==> src/rtl/hyperbus_tf_scheduler.sv <==
// HyperBus transfer scheduler: round-robin arbitration of transfer requesters and
// splitting of linear bursts into CS#-time-bounded chunks, one chunk in flight at a time.

package hyperbus_tf_scheduler_pkg;
  localparam int HyperBurstWidth = 12;

  typedef struct packed {
    logic [31:0]                address;
    logic [HyperBurstWidth-1:0] burst;
    logic                       burst_type;  // 1: linear, 0: wrapped
    logic                       write;
    logic                       address_space;
  } hyper_tf_t;

  typedef struct packed {
    logic [15:0] t_burst_max;
  } hyper_cfg_t;
endpackage

module hyperbus_tf_scheduler
  import hyperbus_tf_scheduler_pkg::*;
#(
  parameter  int NumReq = 2,
  localparam int IdxW   = (NumReq > 1) ? $clog2(NumReq) : 1
) (
  input  logic              clk_i,
  input  logic              rst_i,
  input  hyper_cfg_t        cfg_i,
  input  hyper_tf_t         req_tf_i [NumReq],
  input  logic [NumReq-1:0] req_valid_i,
  output logic [NumReq-1:0] req_ready_o,
  output logic [NumReq-1:0] req_done_o,
  output logic [IdxW-1:0]   gnt_idx_o,
  output hyper_tf_t         phy_tf_o,
  output logic              phy_valid_o,
  input  logic              phy_ready_i,
  output logic              phy_last_o,
  input  logic              phy_done_i
);

  localparam int BW = HyperBurstWidth;
  localparam logic [BW-1:0] BurstMax = '1;
  localparam logic [BW-1:0] BurstOne = {{(BW-1){1'b0}}, 1'b1};

  typedef enum logic [1:0] {IDLE, ISSUE, WAIT, ZERO} state_e;

  state_e            state_q, state_d;
  logic [IdxW-1:0]   rr_q, rr_d;
  logic [IdxW-1:0]   gnt_q, gnt_d;
  hyper_tf_t         tf_q, tf_d;
  logic [BW-1:0]     rem_q, rem_d;
  logic [31:0]       addr_q, addr_d;
  logic [BW-1:0]     lim_q, lim_d;
  logic              phy_valid_q, phy_valid_d;
  hyper_tf_t         phy_tf_q, phy_tf_d;
  logic              phy_last_q, phy_last_d;
  logic [NumReq-1:0] done_q, done_d;

  logic [NumReq-1:0] req_ready_s;
  logic              found_s;
  logic [IdxW-1:0]   win_s;
  logic              load_s;
  logic [BW-1:0]     chunk_s;

  function automatic logic [BW-1:0] chunk_limit(input hyper_cfg_t cfg);
    if (cfg.t_burst_max == 16'd0) begin
      return BurstOne;
    end else if (32'(cfg.t_burst_max) > 32'(BurstMax)) begin
      return BurstMax;
    end else begin
      return BW'(cfg.t_burst_max);
    end
  endfunction

  // Wrapped bursts must stay in one CS# window, so only linear ones are split.
  function automatic logic [BW-1:0] chunk_of(input logic linear, input logic [BW-1:0] rem,
                                             input logic [BW-1:0] lim);
    if (linear && (rem > lim)) begin
      return lim;
    end else begin
      return rem;
    end
  endfunction

  // Arbitration, chunking and next-state logic
  always_comb begin
    state_d     = state_q;
    rr_d        = rr_q;
    gnt_d       = gnt_q;
    tf_d        = tf_q;
    rem_d       = rem_q;
    addr_d      = addr_q;
    lim_d       = lim_q;
    phy_valid_d = phy_valid_q;
    phy_tf_d    = phy_tf_q;
    phy_last_d  = phy_last_q;
    done_d      = '0;
    req_ready_s = '0;
    load_s      = 1'b0;
    chunk_s     = '0;
    found_s     = 1'b0;
    win_s       = '0;

    for (int i = 0; i < NumReq; i++) begin
      int idx;
      idx = int'(rr_q) + i;
      if (idx >= NumReq) begin
        idx = idx - NumReq;
      end
      if (!found_s && req_valid_i[idx]) begin
        found_s = 1'b1;
        win_s   = IdxW'(idx);
      end
    end

    case (state_q)
      IDLE: begin
        // A done pulse still on the outputs blocks acceptance for that cycle.
        if (found_s && (done_q == '0)) begin
          req_ready_s[win_s] = 1'b1;
          tf_d   = req_tf_i[win_s];
          rem_d  = req_tf_i[win_s].burst;
          addr_d = req_tf_i[win_s].address;
          lim_d  = chunk_limit(cfg_i);
          gnt_d  = win_s;
          if (int'(win_s) == NumReq - 1) begin
            rr_d = '0;
          end else begin
            rr_d = win_s + IdxW'(1'b1);
          end
          if (req_tf_i[win_s].burst == '0) begin
            done_d[win_s] = 1'b1;
            state_d       = ZERO;
          end else begin
            load_s  = 1'b1;
            state_d = ISSUE;
          end
        end else begin
          state_d = IDLE;
        end
      end
      ZERO: begin
        state_d = IDLE;
      end
      ISSUE: begin
        if (phy_ready_i) begin
          rem_d       = rem_q - phy_tf_q.burst;
          addr_d      = addr_q + 32'({phy_tf_q.burst, 1'b0});
          phy_valid_d = 1'b0;
          state_d     = WAIT;
        end else begin
          state_d = ISSUE;
        end
      end
      WAIT: begin
        if (phy_done_i) begin
          if (rem_q == '0) begin
            done_d[gnt_q] = 1'b1;
            state_d       = IDLE;
          end else begin
            load_s  = 1'b1;
            state_d = ISSUE;
          end
        end else begin
          state_d = WAIT;
        end
      end
      default: begin
        state_d     = IDLE;
        phy_valid_d = 1'b0;
      end
    endcase

    if (load_s) begin
      chunk_s           = chunk_of(tf_d.burst_type, rem_d, lim_d);
      phy_tf_d          = tf_d;
      phy_tf_d.address  = addr_d;
      phy_tf_d.burst    = chunk_s;
      phy_last_d        = (chunk_s == rem_d);
      phy_valid_d       = 1'b1;
    end else begin
      chunk_s = '0;
    end
  end

  // State and registered outputs
  always_ff @(posedge clk_i or posedge rst_i) begin
    if (rst_i) begin
      state_q     <= IDLE;
      rr_q        <= '0;
      gnt_q       <= '0;
      tf_q        <= '0;
      rem_q       <= '0;
      addr_q      <= 32'd0;
      lim_q       <= '0;
      phy_valid_q <= 1'b0;
      phy_tf_q    <= '0;
      phy_last_q  <= 1'b0;
      done_q      <= '0;
    end else begin
      state_q     <= state_d;
      rr_q        <= rr_d;
      gnt_q       <= gnt_d;
      tf_q        <= tf_d;
      rem_q       <= rem_d;
      addr_q      <= addr_d;
      lim_q       <= lim_d;
      phy_valid_q <= phy_valid_d;
      phy_tf_q    <= phy_tf_d;
      phy_last_q  <= phy_last_d;
      done_q      <= done_d;
    end
  end

  assign req_ready_o = req_ready_s;
  assign req_done_o  = done_q;
  assign gnt_idx_o   = gnt_q;
  assign phy_tf_o    = phy_tf_q;
  assign phy_valid_o = phy_valid_q;
  assign phy_last_o  = phy_last_q;

endmodule

==> config.mk <==
export PLATFORM = sky130hd
export DESIGN_NAME = hyperbus_tf_scheduler
export DESIGN_NICKNAME = d
export VERILOG_FILES = /design/src/rtl/hyperbus_tf_scheduler.sv
export SDC_FILE = /design/constraint.sdc
export NUM_CORES = 1
export LEC_CHECK = 0
export CORE_ASPECT_RATIO = 0.8
export CORE_UTILIZATION = 40
export DETAILED_ROUTE_END_ITERATION = 10
export PLACE_DENSITY = 0.71
export REMOVE_ABC_BUFFERS = 1
export SYNTH_ARGS = -nofsm -noshare
export SYNTH_HDL_FRONTEND = slang
export SYNTH_SLANG_ARGS = --single-unit
==> constraint.sdc <==
create_clock -name clk_i -period 4.8 [get_ports clk_i]
set_input_delay 0.96 -clock clk_i [delete_from_list [all_inputs] [get_ports clk_i]]
set_output_delay 0.96 -clock clk_i [all_outputs]
set_load 0.01 [all_outputs]
* Yosys cells after proc, flatten, opt, wreduce, memory -nomap -nowiden
Cells that the tools add are included.
Word-level totals: memory bits (read-only) 0, memories 0, input bits 116, output and inout port bits 54, register bits 114, bits in writable memories 0, bits in latches 0
Operators by class: bitwise gates (word level) 1, equality and inequality tests 4, muxes and demuxes 55, div/mod/pow operators 0, add/subtract/negate cells 6, shift-type cells 0, reduce and logical (&&, ||, !) cells 15, multiply operators 0, $lt $le $gt $ge 11
Operators by type and width (count):
- $mux W47 | 3
- $mux W32 | 4
- $mux W12 | 8
- $lt A32 B3 Y1 const B | 2
- $pmux W32 S2 | 1
- $add A32 B13 Y32 | 1
- $logic_not A12 Y1 | 2
- $pmux W12 S2 | 1
- $mux W1 | 21
- $mux W2 | 10
- $gt A16 B12 Y1 const B | 1
- $logic_not A16 Y1 | 1
- $eq A12 B12 Y1 | 1
- $gt A12 B12 Y1 | 1
- $sub A12 B12 Y12 | 1
- $pmux W2 S4 | 1
- $mux W3 | 2
- $logic_and A1 B1 Y1 | 5
- $eq A2 B2 Y1 const B | 2
- $ge A2 B2 Y1 const B | 2
- $logic_not A2 Y1 | 2
- $lt A1 B2 Y1 const B | 2
- $pmux W2 S2 | 1
- $reduce_and A2 Y1 | 2
- other kinds (12) | 15

* Logic depth before layout (Yosys ltp)
word-level depth 20, depth in mapped cells 18, gate-level depth less buffers 17

* Worst setup path after synthesis
No wires, ideal clock.
path kind input to register, start input req_valid_i[1], end register phy_tf_q (netlist bit phy_tf_o[14]), slack 1036 ps, library setup time 126 ps, path buffers 4, stages 17, arrival time 3638 ps, cells stage by stage buf_6 -> or2_1 -> buf_6 -> nand3_2 -> buf_4 -> o21ai_0 -> or2_2 -> ha_1 -> a21o_1 -> a21o_1 -> a21oi_1 -> or2_2 -> a31oi_2 -> buf_2 -> nand2_1 -> o21ai_1 -> a21oi_1
On the way: cells in the longest elaborated chain, start to end 17, elaborated cells on any way between the ends 31, classes of those cells order compare: 1; mux: 24; bitwise: 1; reduce/logical: 5
Ends and longest elaborated chain:
- start: declaration | RTL line 30 | input logic [NumReq-1:0] req_valid_i,
- $mux W1 (implied by the code) (3 in series) | RTL line 110 | if (!found_s && req_valid_i[idx]) begin
- $mux W1 | RTL line 110
- $logic_not A1 Y1 | RTL line 110
- $logic_and A1 B1 Y1 | RTL line 110
- $mux W1 | RTL line 110
- $not A1 Y2 (implied by the code) | RTL line 122 | rem_d = req_tf_i[win_s].burst;
- $mux W47 (implied by the code) (3 in series) | RTL line 122
- $mux W12 * | RTL line 119 | if (found_s && (done_q == '0)) begin
- $pmux W12 S2 * | RTL line 116 | case (state_q)
- via rem_d[5] | RTL line 51 | logic [BW-1:0] rem_q, rem_d;
- $gt A12 B12 Y1 * | RTL line 78 | if (linear && (rem > lim)) begin
- $logic_and A1 B1 Y1 * | RTL line 78
- $mux W12 * | RTL line 78
- $mux W12 * | RTL line 174 | if (load_s) begin
- end signal: assignment | RTL line 209 | phy_tf_q <= phy_tf_d;
- end: declaration | RTL line 55 | hyper_tf_t phy_tf_q, phy_tf_d;
The timed path passes the listed nets; every way through them passes the cells marked *. The select of a mux whose other input is x is not followed. A chain may end at the register's enable or synchronous reset.

* Final worst setup path
start input req_valid_i[1], end register phy_tf_q (netlist bit phy_tf_o[11])
Same word-level chain as after synthesis.

==> out/metrics.cfg <==
[die]
rows = 43
fp.dieArea_um2 = 18500
io_pins = 170
core-area_um2 = 17500
die_w_um = 152
start_util_pct = 41.2
die_y_um = 122

[clock_network]
clk_pin_slew_ns = 0.05
post_cts_resized = 0
clkSinkCount = 114
cts-root-buf = clkbuf_16
clk_latency_ns = 0.42
post_cts_buffers = 0
cts_hold_buffers = 0
cts_htree_levels = 4
clock_path_buffers = 2
cts_tree = built
cts_buffers = 17

[logic_synthesis]
syn-mean-instance-area_um2 = 9.23
synth_area_leader_cell = dfrtp_1
yosysSeqAreaShare_pct = 39.6
ys_warn_count = 0
ys_top_cells_by_area = dfrtp_1 40%, ha_1 6.1%, o21ai_0 4.2%
synthArstFlopShare_pct = 100
synth_edf_count = 0
synth_seq_cells = 114
synth.top_cell.area_share_pct = 39.6
syn_area_um2 = 7200
synth.most_common_cell = dfrtp_1
synthCells = 780
synth.cells.most_frequent = 114 x dfrtp_1, 61 x nor2_1, 60 x o21ai_0
synth_top_flop_cell = dfrtp_1
yosys.cell_types.count = 76

[route]
viasPerCell = 5.69
wl_um = 22700
ant_nets = 0
wire_per_inst_um = 19.1
vias = 6763
drt_iter0_drc = 666
drc = 14
drt_pass1_iterations = 8

[layout]
drive_gt1_share_pct = 11.0
area_growth_pct = 36.4
stdcell_count = 1189
final_nets = 1104
n_antenna_cell = 0

[timing]
fin_crit_sh_pct = 86.4
finalHoldViolCount = 0
fmax_ghz = 0.241
setup_slack_ns = 0.651
hold_slack_ns = 0.482
finalCriticalPeriod_ns = 4.15
skew_ns = 0.00938
setup_viol = 0
slew_viol_final = 0
slew_headroom_pct = 49.9
worstMarginPinSlew_ns = 0.750
rsz0062_at_grt = no

[setup_path]
cp-start-kind = primary input
crit_family = compound AO/OA/AOI/OAI gates
cp.arrival_ns = 4.42
critical_path.max_fanout = 25
worstPathCellList = clkdlybuf4s50_1, or2_1, a31oi_4, a32o_1, a21oi_1, o21ai_0, ha_1, nand4_1, or2_2, a31oi_2, buf_12, nand2_1, o21ai_0, a21oi_1
cp_slowest_cell = clkdlybuf4s50_1
endpoint_kind = flop
crit_buf_inv = 2
path_class = primary input to flop
critPathMaxStageDelay_ns = 0.65
worstPathRequired_ns = 5.08

[pwr]
p_sw_share_pct = 43.2
leakagePower_nw = 4.20
p_seq_share_pct = 24.2
total_power_mw = 7.59
p_clk_share_pct = 17.5
p_switching_mw = 3.28
pwr_density_cell_nw_per_um2 = 773
worst_ir_drop_vdd_mv = 0.412
p_comb_share_pct = 58.3
p_int_mw = 4.31

[global_route]
antenna_found_initial = 0
track_usage_pct = 25.4
grt_pass1_wl_um = 36200
grt_pass1_vias = 6370
grt_max_degree = 82
grt.overflow.total = 0

[placed_design]
dp_cells = 1157
hpwl_um = 17300
port_buffers = 169
place_ws_ns = 0.292
gp_congestion = 0.926

[run_status]
violations = DRC
outcome = finished, violations left

[run]
maxCapViolations = 0

[min_path]
hold_class = flop to flop

## power by group through the flow
stage | clock, mW | sequential, mW | combinational, mW
finish | 1.33 | 1.84 | 4.43
global route | 1.39 | 1.89 | 4.88
CTS | 1.35 | 1.83 | 4.40
detailed placement | 0 | 1.84 | 4.36
global placement | 0 | 1.84 | 4.31
floorplan | 0 | 1.83 | 2.81
## final cells by class
class	count	area, um2
Fill cell	1533	7670
Tap cell	225	282
Clock inverter	14	189
Multi-Input combinational cell	577	3960
Clock buffer	18	429
Timing Repair Buffer	196	1930
Inverter	45	171
Sequential cell	114	2850
## kinds of logic after synthesis
group / Yosys count / share of synthesized area [%]
multiplexers: 35 / 5.41
AO/OA/AOI/OAI: 249 / 23.6
flip-flops: 114 / 39.6
AND/OR/NAND/NOR: 229 / 16.0
adder cells (fa/ha/maj): 37 / 6.64
buffers and inverters: 89 / 5.48
XOR/XNOR: 27 / 3.29
## per-stage QoR
stage	utilization (%)	instance area (um2)	setup TNS (ns)
2_1_floorplan	-	6970	-22.83
3_3_place_gp	52.6	9200	0
3_5_place_dp	52.6	9200	0
4_1_cts	56.1	9820	0
5_1_grt	56.1	9820	0
6_report	56.1	9820	0
## path summary, 6_finish.rpt
check	cells after the start	slack (ns)	endpoint	start
worst min register to register	1	0.48	phy_valid_o$_DFFE_PP0P_	phy_valid_o$_DFFE_PP0P_
max in group asynchronous	3	3.03	phy_tf_o[13]$_DFFE_PP0P_	rst_i
min in group asynchronous	2	0.99	phy_tf_o[0]$_DFFE_PP0P_	rst_i
worst max-delay path	14	0.65	phy_tf_o[11]$_DFFE_PP0P_	req_valid_i[1]
worst max register to register	17	0.73	phy_tf_o[11]$_DFFE_PP0P_	rem_q[0]$_DFF_PP0_
worst min-delay path	1	0.48	phy_valid_o$_DFFE_PP0P_	phy_valid_o$_DFFE_PP0P_
## cells in the final DEF (no fill, tap or decap), types with 4 or more instances in the layout
master | synthesis | layout
a22o_1 | 4 | 4
nand4_1 | 9 | 9
a222oi_1 | 22 | 22
o21ai_0 | 60 | 60
nand3_1 | 26 | 26
o21ai_1 | 4 | 4
clkdlybuf4s50_1 | 0 | 169
buf_4 | 3 | 24
or2_2 | 9 | 9
clkinv_2 | 0 | 4
nor3b_1 | 4 | 4
o21a_1 | 12 | 12
mux2i_1 | 13 | 13
a21o_1 | 21 | 21
o221ai_1 | 4 | 4
nand2_1 | 59 | 59
a22oi_1 | 8 | 8
o211ai_1 | 4 | 4
nor2b_1 | 5 | 5
a21oi_1 | 56 | 56
mux2_2 | 21 | 21
a31oi_1 | 12 | 12
bufinv_16 | 0 | 4
or3_1 | 8 | 8
dfrtp_1 | 114 | 114
nor3_1 | 5 | 5
nor4_1 | 11 | 11
and3_1 | 8 | 8
inv_1 | 42 | 41
xor2_1 | 14 | 14
nor2_1 | 61 | 61
clkbuf_16 | 0 | 17
o21bai_1 | 5 | 4
and4_1 | 4 | 4
xnor2_1 | 13 | 13
ha_1 | 35 | 35
## metal layers
metal / share of wire (%) / track usage (%) / wire [um]
met5: 0 / 0 / 0
met2: 44 / 38.0 / 9940
met3: 6.4 / 5.51 / 1450
met4: 1.0 / 5.87 / 238
met1: 49 / 37.2 / 11100
## state kept, by name, summed over array words and instances, names as in the netlist
register     cells
gnt_idx_o        1
state_q          2
rr_q             1
phy_last_o       1
addr_q          32
rem_q           12
phy_tf_o        47
req_done_o       2
lim_q           12
phy_valid_o      1
tf_q             3
Power figures use the tool's default switching activity.
